<file path="src/rtl/game_outputs.sv">
// game_outputs: CPU write port that serialises a 10-bit music/LED word to the
// external board over a 3-wire link (ser_clk, ser_data, ser_latch). A one-deep
// pending buffer plus a polled status word keep the CPU from stalling.
module game_outputs #(
  parameter int CLK_DIV = 4,
  parameter int FRAME_W = 10
) (
  input  logic        clk,
  input  logic        reset,
  input  logic        wr_en,
  input  logic [15:0] wr_data,
  input  logic        rd_en,
  output logic [15:0] status,
  output logic        ser_clk,
  output logic        ser_data,
  output logic        ser_latch
);

  localparam int CNT_W = (CLK_DIV > 1) ? $clog2(CLK_DIV) : 1;
  localparam int BIT_W = (FRAME_W > 1) ? $clog2(FRAME_W) : 1;
  localparam logic [CNT_W-1:0] CNT_LAST = CNT_W'(CLK_DIV - 1);
  localparam logic [BIT_W-1:0] BIT_LAST = BIT_W'(FRAME_W - 1);

  localparam logic [1:0] ST_IDLE  = 2'd0;
  localparam logic [1:0] ST_SHIFT = 2'd1;
  localparam logic [1:0] ST_LATCH = 2'd2;

  logic [1:0]         state_q, state_d;
  logic [CNT_W-1:0]   cnt_q, cnt_d;        // clk cycles within a half-period / latch pulse
  logic [BIT_W-1:0]   bit_q, bit_d;        // index of the bit currently on the wire
  logic [FRAME_W-1:0] shift_q, shift_d;    // MSB is the bit currently on the wire
  logic [FRAME_W-1:0] pend_data_q, pend_data_d;
  logic               pending_q, pending_d;
  logic               overrun_q, overrun_d;
  logic               busy_q, busy_d;
  logic               ser_clk_q, ser_clk_d;
  logic               ser_data_q, ser_data_d;
  logic               ser_latch_q, ser_latch_d;

  logic [FRAME_W-1:0] wr_frame_s;
  logic               launch_s;
  logic [FRAME_W-1:0] launch_data_s;
  logic               unused_wr_hi_s;

  assign wr_frame_s     = wr_data[FRAME_W-1:0];
  assign unused_wr_hi_s = ^wr_data[15:FRAME_W];

  // Next-state logic: frame sequencing, pending buffer and sticky overrun.
  always_comb begin
    state_d       = state_q;
    cnt_d         = cnt_q;
    bit_d         = bit_q;
    shift_d       = shift_q;
    pend_data_d   = pend_data_q;
    pending_d     = pending_q;
    overrun_d     = overrun_q & ~rd_en;   // a read clears; a same-edge set below wins
    ser_clk_d     = ser_clk_q;
    ser_data_d    = ser_data_q;
    ser_latch_d   = ser_latch_q;
    launch_s      = 1'b0;
    launch_data_s = wr_frame_s;

    // Any write while a frame is in flight lands in the pending slot; if the
    // slot is already full the older word is lost and overrun is flagged.
    if (wr_en && (state_q != ST_IDLE)) begin
      overrun_d   = overrun_d | pending_q;
      pending_d   = 1'b1;
      pend_data_d = wr_frame_s;
    end

    case (state_q)
      ST_IDLE: begin
        if (wr_en) begin
          launch_s      = 1'b1;
          launch_data_s = wr_frame_s;
        end
      end

      ST_SHIFT: begin
        if (cnt_q != CNT_LAST) begin
          cnt_d = cnt_q + CNT_W'(1);
        end else begin
          cnt_d = '0;
          if (!ser_clk_q) begin
            ser_clk_d = 1'b1;                 // receiver samples on this rise
          end else if (bit_q == BIT_LAST) begin
            state_d     = ST_LATCH;
            ser_clk_d   = 1'b0;
            ser_data_d  = 1'b0;
            ser_latch_d = 1'b1;
          end else begin
            bit_d      = bit_q + BIT_W'(1);
            shift_d    = shift_q << 1;
            ser_clk_d  = 1'b0;
            ser_data_d = shift_q[FRAME_W-2];  // data only moves as ser_clk falls
          end
        end
      end

      ST_LATCH: begin
        if (cnt_q != CNT_LAST) begin
          cnt_d = cnt_q + CNT_W'(1);
        end else begin
          // End of latch pulse: a write on this very edge is the freshest word
          // and goes straight out; otherwise drain the pending slot.
          ser_latch_d = 1'b0;
          pending_d   = 1'b0;
          if (wr_en) begin
            launch_s      = 1'b1;
            launch_data_s = wr_frame_s;
          end else if (pending_q) begin
            launch_s      = 1'b1;
            launch_data_s = pend_data_q;
          end else begin
            state_d    = ST_IDLE;
            cnt_d      = '0;
            ser_clk_d  = 1'b0;
            ser_data_d = 1'b0;
          end
        end
      end

      default: begin
        state_d     = ST_IDLE;
        cnt_d       = '0;
        bit_d       = '0;
        pending_d   = 1'b0;
        ser_clk_d   = 1'b0;
        ser_data_d  = 1'b0;
        ser_latch_d = 1'b0;
      end
    endcase

    if (launch_s) begin
      state_d     = ST_SHIFT;
      cnt_d       = '0;
      bit_d       = '0;
      shift_d     = launch_data_s;
      ser_clk_d   = 1'b0;
      ser_data_d  = launch_data_s[FRAME_W-1];
      ser_latch_d = 1'b0;
    end

    busy_d = (state_d != ST_IDLE);
  end

  // State and output registers with synchronous active-low reset.
  always_ff @(posedge clk) begin
    if (!reset) begin
      state_q     <= ST_IDLE;
      cnt_q       <= '0;
      bit_q       <= '0;
      shift_q     <= '0;
      pend_data_q <= '0;
      pending_q   <= 1'b0;
      overrun_q   <= 1'b0;
      busy_q      <= 1'b0;
      ser_clk_q   <= 1'b0;
      ser_data_q  <= 1'b0;
      ser_latch_q <= 1'b0;
    end else begin
      state_q     <= state_d;
      cnt_q       <= cnt_d;
      bit_q       <= bit_d;
      shift_q     <= shift_d;
      pend_data_q <= pend_data_d;
      pending_q   <= pending_d;
      overrun_q   <= overrun_d;
      busy_q      <= busy_d;
      ser_clk_q   <= ser_clk_d;
      ser_data_q  <= ser_data_d;
      ser_latch_q <= ser_latch_d;
    end
  end

  assign status    = {13'd0, overrun_q, pending_q, busy_q};
  assign ser_clk   = ser_clk_q;
  assign ser_data  = ser_data_q;
  assign ser_latch = ser_latch_q;

endmodule

</file>
<file path="config.mk">
export PLATFORM = sky130hd
export DESIGN_NAME = game_outputs
export DESIGN_NICKNAME = d
export VERILOG_FILES = /design/src/rtl/game_outputs.sv
export SDC_FILE = /design/constraint.sdc
export NUM_CORES = 1
export LEC_CHECK = 0
export BUFFER_PORTS_ARGS = -buffer_cell sky130_fd_sc_hd__buf_2
export CAP_MARGIN = 0
export CORE_UTILIZATION = 45
export CTS_CLUSTER_DIAMETER = 50
export DETAILED_ROUTE_END_ITERATION = 12
export PLACE_DENSITY = 0.77
export RECOVER_POWER = 25
export SYNTH_ARGS = -nofsm -noshare
export SYNTH_HDL_FRONTEND = slang
export SYNTH_SLANG_ARGS = --single-unit
</file>
<file path="constraint.sdc">
create_clock -name clk -period 3 [get_ports clk]
set_clock_uncertainty 0.2 [all_clocks]
set_input_delay 0.3 -clock clk [delete_from_list [all_inputs] [get_ports clk]]
set_output_delay 0.3 -clock clk [all_outputs]
set_load 0.05 [all_outputs]
</file>
Yosys cells after proc, flatten, opt, wreduce, memory -nomap -nowiden
Cells that the tools add are included.
- register bits after elaboration: 33
- input bits: 20
- output and inout port bits: 19
- word-level logic and storage cells: 106
- $add $sub $neg: 2
- equality and inequality tests: 21
- multiplexer cells: 51
- bitwise logic cells: 6
- reductions and logical operators: 15
- operator list (operator ; count):
    $mux 9 ; 5
    $mux 10 ; 4
    $mux 2 ; 11
    $ne 2x2->1 const B ; 11
    $ne 3x3->1 const B ; 7
    $mux 1 ; 20
    $mux 4 ; 3
    $pmux 2 s3 ; 2
    $reduce_and 5->1 ; 2
    $pmux 1 s3 ; 3
    $pmux 4 s2 ; 1
    $reduce_and 4->1 ; 2
    $reduce_bool 2->1 ; 4
    $reduce_and 6->1 ; 1
    $reduce_or 2->1 ; 3
    $add 4x1->4 const B ; 1
    $eq 4x4->1 const B ; 1
    $not 1->1 ; 4
    $pmux 1 s2 ; 2
    $reduce_and 3->1 ; 1
    $add 2x1->2 const B ; 1
    $eq 2x1->1 const B ; 1
    $eq 2x2->1 const B ; 1
    $logic_not 2->1 ; 1
    other kinds (3) ; 3

Depth between registers and ports, before layout
- word-level depth: 7
- mapped depth: 8
- depth with buffers taken out: 6

Worst setup path after synthesis
Ideal clock, no wire load.
- path type: flip-flop to flip-flop
- start point: reg state_q[0]
- end point: reg shift_q[0]
- setup time: 0.115 ns
- arrival: 1.678 ns
- data required time: 2.685 ns
- slack: 1.007 ns
- stages on the path, launching flop included: 9
- path buffers: 2
- clock period less this slack: 1.993 ns
- cells stage by stage: dfxtp_1 > inv_1 > ha_1 > buf_6 > nand4b_1 > buf_6 > mux2_4 > and3_1 > o21a_1
- cells in the longest elaborated chain, start to end: 4
- elaborated cells between the ends (all ways): 11
- classes of those cells: eq/ne: 4; mux: 3; reduce/logical: 4
- ends and longest elaborated chain (item ; RTL line ; source):
    start: declaration ; 28 ; logic [1:0] state_q, state_d;
    start signal: assignment ; 162 ; state_q <= state_d;
    $eq 2x2->1 / $logic_not 2->1 (equally long branches) ; 71 ; case (state_q)
    $pmux 1 s2 ; 71 ;
    $ne 2x2->1 (no line) / $reduce_bool 2->1 (equally long branches) ; n/a ;
    $reduce_and 4->1 (no line) ; n/a ;
    end signal: assignment ; 165 ; shift_q <= shift_d;
    end: declaration ; 31 ; logic [FRAME_W-1:0] shift_q, shift_d;
Several ways; a longest one is shown, not always the timed one.
A chain may end at the register's enable or synchronous reset.

Worst setup path in the final report
- start point: reg state_q[0]
- end point: reg shift_q[6]
Same word-level chain as after synthesis.

==> flow_summary.toml <==
[outcome]
outcome = "finished, final reports clean"

[yosys]
ys_warn_count = 0
synthCells = 202
yosys.area.top_type = "dfxtp_1"
async_flop_share_pct = 0
synth-main-ff-cell = "dfxtp_1"
ys_types = 51
syn_area_sq_um = 1900
synth_top_family_by_area = "compound AO/OA/AOI/OAI gates"
synth_seq_cells = 33
synth_fa_ha_area_share_pct = 4.62
synth-xor-area-share_pct = 0.923
syn_area_per_cell_sq_um = 9.39
synthTopCellsByArea = "dfxtp_1 (35%), buf_4 (6.7%), nand2_1 (5.3%), mux2i_1 (5.3%), mux2_2 (4.7%)"
muxShareOfSynthArea_pct = 10.8
synth-edff-count = 0
synth_common_cells = "dfxtp_1 (33), nand2_1 (27), buf_4 (17)"
synth_most_common_cell = "dfxtp_1"
yosys.area_share.simple_pct = 15.1
netlist.area_leader.share_pct = 34.8
synth_compound_area_share_pct = 22.7
seq_area_frac_synth_pct = 34.8

[worst_setup_path]
worstSetupPathType = "flop to flop"
cpMaxStageDelayCell = "ha_1"
crit_required_ns = 2.97
worst-path-max-fanout = 12
crit_chain = "inv_1, ha_1, a22oi_2, nor2_1, buf_4, mux2i_1, o2bb2ai_1"
crit_path_max_incr_delay_ns = 0.48
crit_start = "state_q[0]$_SDFF_PN0_"
start_kind = "flop"
critPathArrivalTime_ns = 2.43
r2r_setup_slack_ns = 0.54
worstSetupEndpointType = "flop"
reg2reg_from = "state_q[0]$_SDFF_PN0_"

[power]
cellLeakagePower_nw = 0.747
power_density_nw_per_um2 = 480
irDropWorstVdd_mv = 0.197

[layout]
drive_gt1_share_pct = 18.7
area_delta_synth_final_pct = 6.20
layout.nets = 245
final_cells = 269
fillers = 390
diodes = 0

[detailed_routing]
routedWlPerCell_um = 13.6
first_pass_iters = 4
ant_nets = 0
wl_um = 3650
drc = 0
vias = 1415
drtIter0Drc = 74
viasPerCell = 5.26

[grt]
antenna_found_initial = 0
grt_overflow = 0
grt_util_all_layers_pct = 17.5
first_global_vias = 1257
grt_max_degree = 22
grt_pass1_wl_um = 5740

[floorplanning]
die_h_um = 66.9
io_pins = 39
row_count = 23
die_w_um = 66.9
start_util_pct = 47.1
core_sq_um = 4030
die-area_sq_um = 4480

[placement]
port_buffers = 19
gp_congestion = 0.898
dpl.hpwl_um = 2610
dp.cells = 261

[sta]
slew_headroom_pct = 60.2
fin_crit_sh_pct = 82.1
rsz0062_at_grt = "no"
finalSetupViolations = 0
period_needed_ns = 2.46
worst_slew_pin_slew_ns = 0.600
hold_ws_ns = 0.0576
fmax_ghz = 0.406
hold_viol = 0
setup_tns_ns = 0
report.final.slew_viol_count = 0

[clock_tree]
cts_max_path_buffers = 2
postCtsSetupBuffers = 0
cts_resized = 0
root_buffer = "clkbuf_8"
cts_tree = "done"
cts_hold_buf = 0
worstSkewPairLatency_ns = 0.29
h-tree-depth = 2
path_clk_slew_ns = 0.08
cts.sinks = 33
cts_buffers = 5

[min_path]
min_path_type = "input port to flop"
worstHoldStart = "wr_data[7]"

[job]
maxCapViolCount = 0
routing by layer:
metal | routed length [um] | GRT usage (%) | vias to the layer above
li1 | - | - | 724
met1 | 1790 | 21.6 | 648
met2 | 1670 | 27.7 | 41
met3 | 162 | 5.14 | 2
met4 | 26 | 7.98 | 0
met5 | 0 | 0 | -
metrics by stage:
| step | util [%] | total power [W] | instance area, sq um | setup WS, ns |
|---|---|---|---|---|
| after CTS | 50.3 | 0.000976 | 2030 | 0.527 |
| after detailed placement | 48.1 | 0.000651 | 1940 | 0.541 |
| after global routing | 50.0 | 0.00101 | 2010 | 0.337 |
| after floorplan | - | 0.000631 | 1940 | 1.01 |
| final | 50.0 | 0.000966 | 2010 | 0.537 |
| after global placement | 48.1 | 0.000647 | 1940 | 0.611 |
final timing paths:
path                                 end  cells after the start
max              shift_q[6]$_SDFFE_PN0P_                      7
min          pend_data_q[7]$_SDFFE_PN0P_                      3
max reg2reg      shift_q[6]$_SDFFE_PN0P_                      7
min reg2reg      shift_q[7]$_SDFFE_PN0P_                      1
cell usage in the layout (no fill, tap or decap), types with 5 or more instances in the layout:
cell type / instances
nand2_1: 27
o2bb2ai_1: 8
mux2_2: 8
o21ai_0: 6
dfxtp_1: 33
buf_2: 13
clkbuf_1: 7
mux2i_1: 10
clkbuf_8: 5
nor2_1: 8
ha_1: 7
inv_1: 6
a21boi_0: 11
conb_1: 13
a21oi_1: 6
final cells by class:
class                   instances  area, sq um  share of cell area [%]
flip-flops and latches         33          661                    32.8
multi-input cells             150         1080                    53.4
repair buffers                 22          106                    5.28
clock inverters                 3         17.5                   0.870
clock buffers                   5         68.8                    3.42
inverters                       6         22.5                    1.12
well taps                      50         62.6                    3.11
critical path: cells and delay by family, from the launching register on:
family          cells  cell delay [ns]
flops               1             0.35
buf+inv             2             0.41
compound gates      2             0.29
fa+ha+maj           1             0.48
mux                 1             0.19
simple gates        1             0.43
power breakdown:
group          leakage, nW  internal [W]  switching [W]
clock               0.0439      0.000160       0.000166
sequential           0.267      0.000453     0.00000954
combinational        0.436     0.0000553       0.000122
total                0.747      0.000668       0.000298
cell families after synthesis:
group / count (synthesis)
flops: 33
mux: 19
compound gates: 51
xor+xnor: 2
fa+ha+maj: 7
simple gates: 58
buf+inv: 31
other cells: 1
sequential cells by signal (all words and copies together), names as in the netlist:
signal       count
ser_data         1
pend_data_q     10
ser_latch        1
shift_q          9
bit_q            4
ser_clk          1
cnt_q            2
busy_q           1
state_q          2
overrun_q        1
pending_q        1
Power figures use the tool's default switching activity.
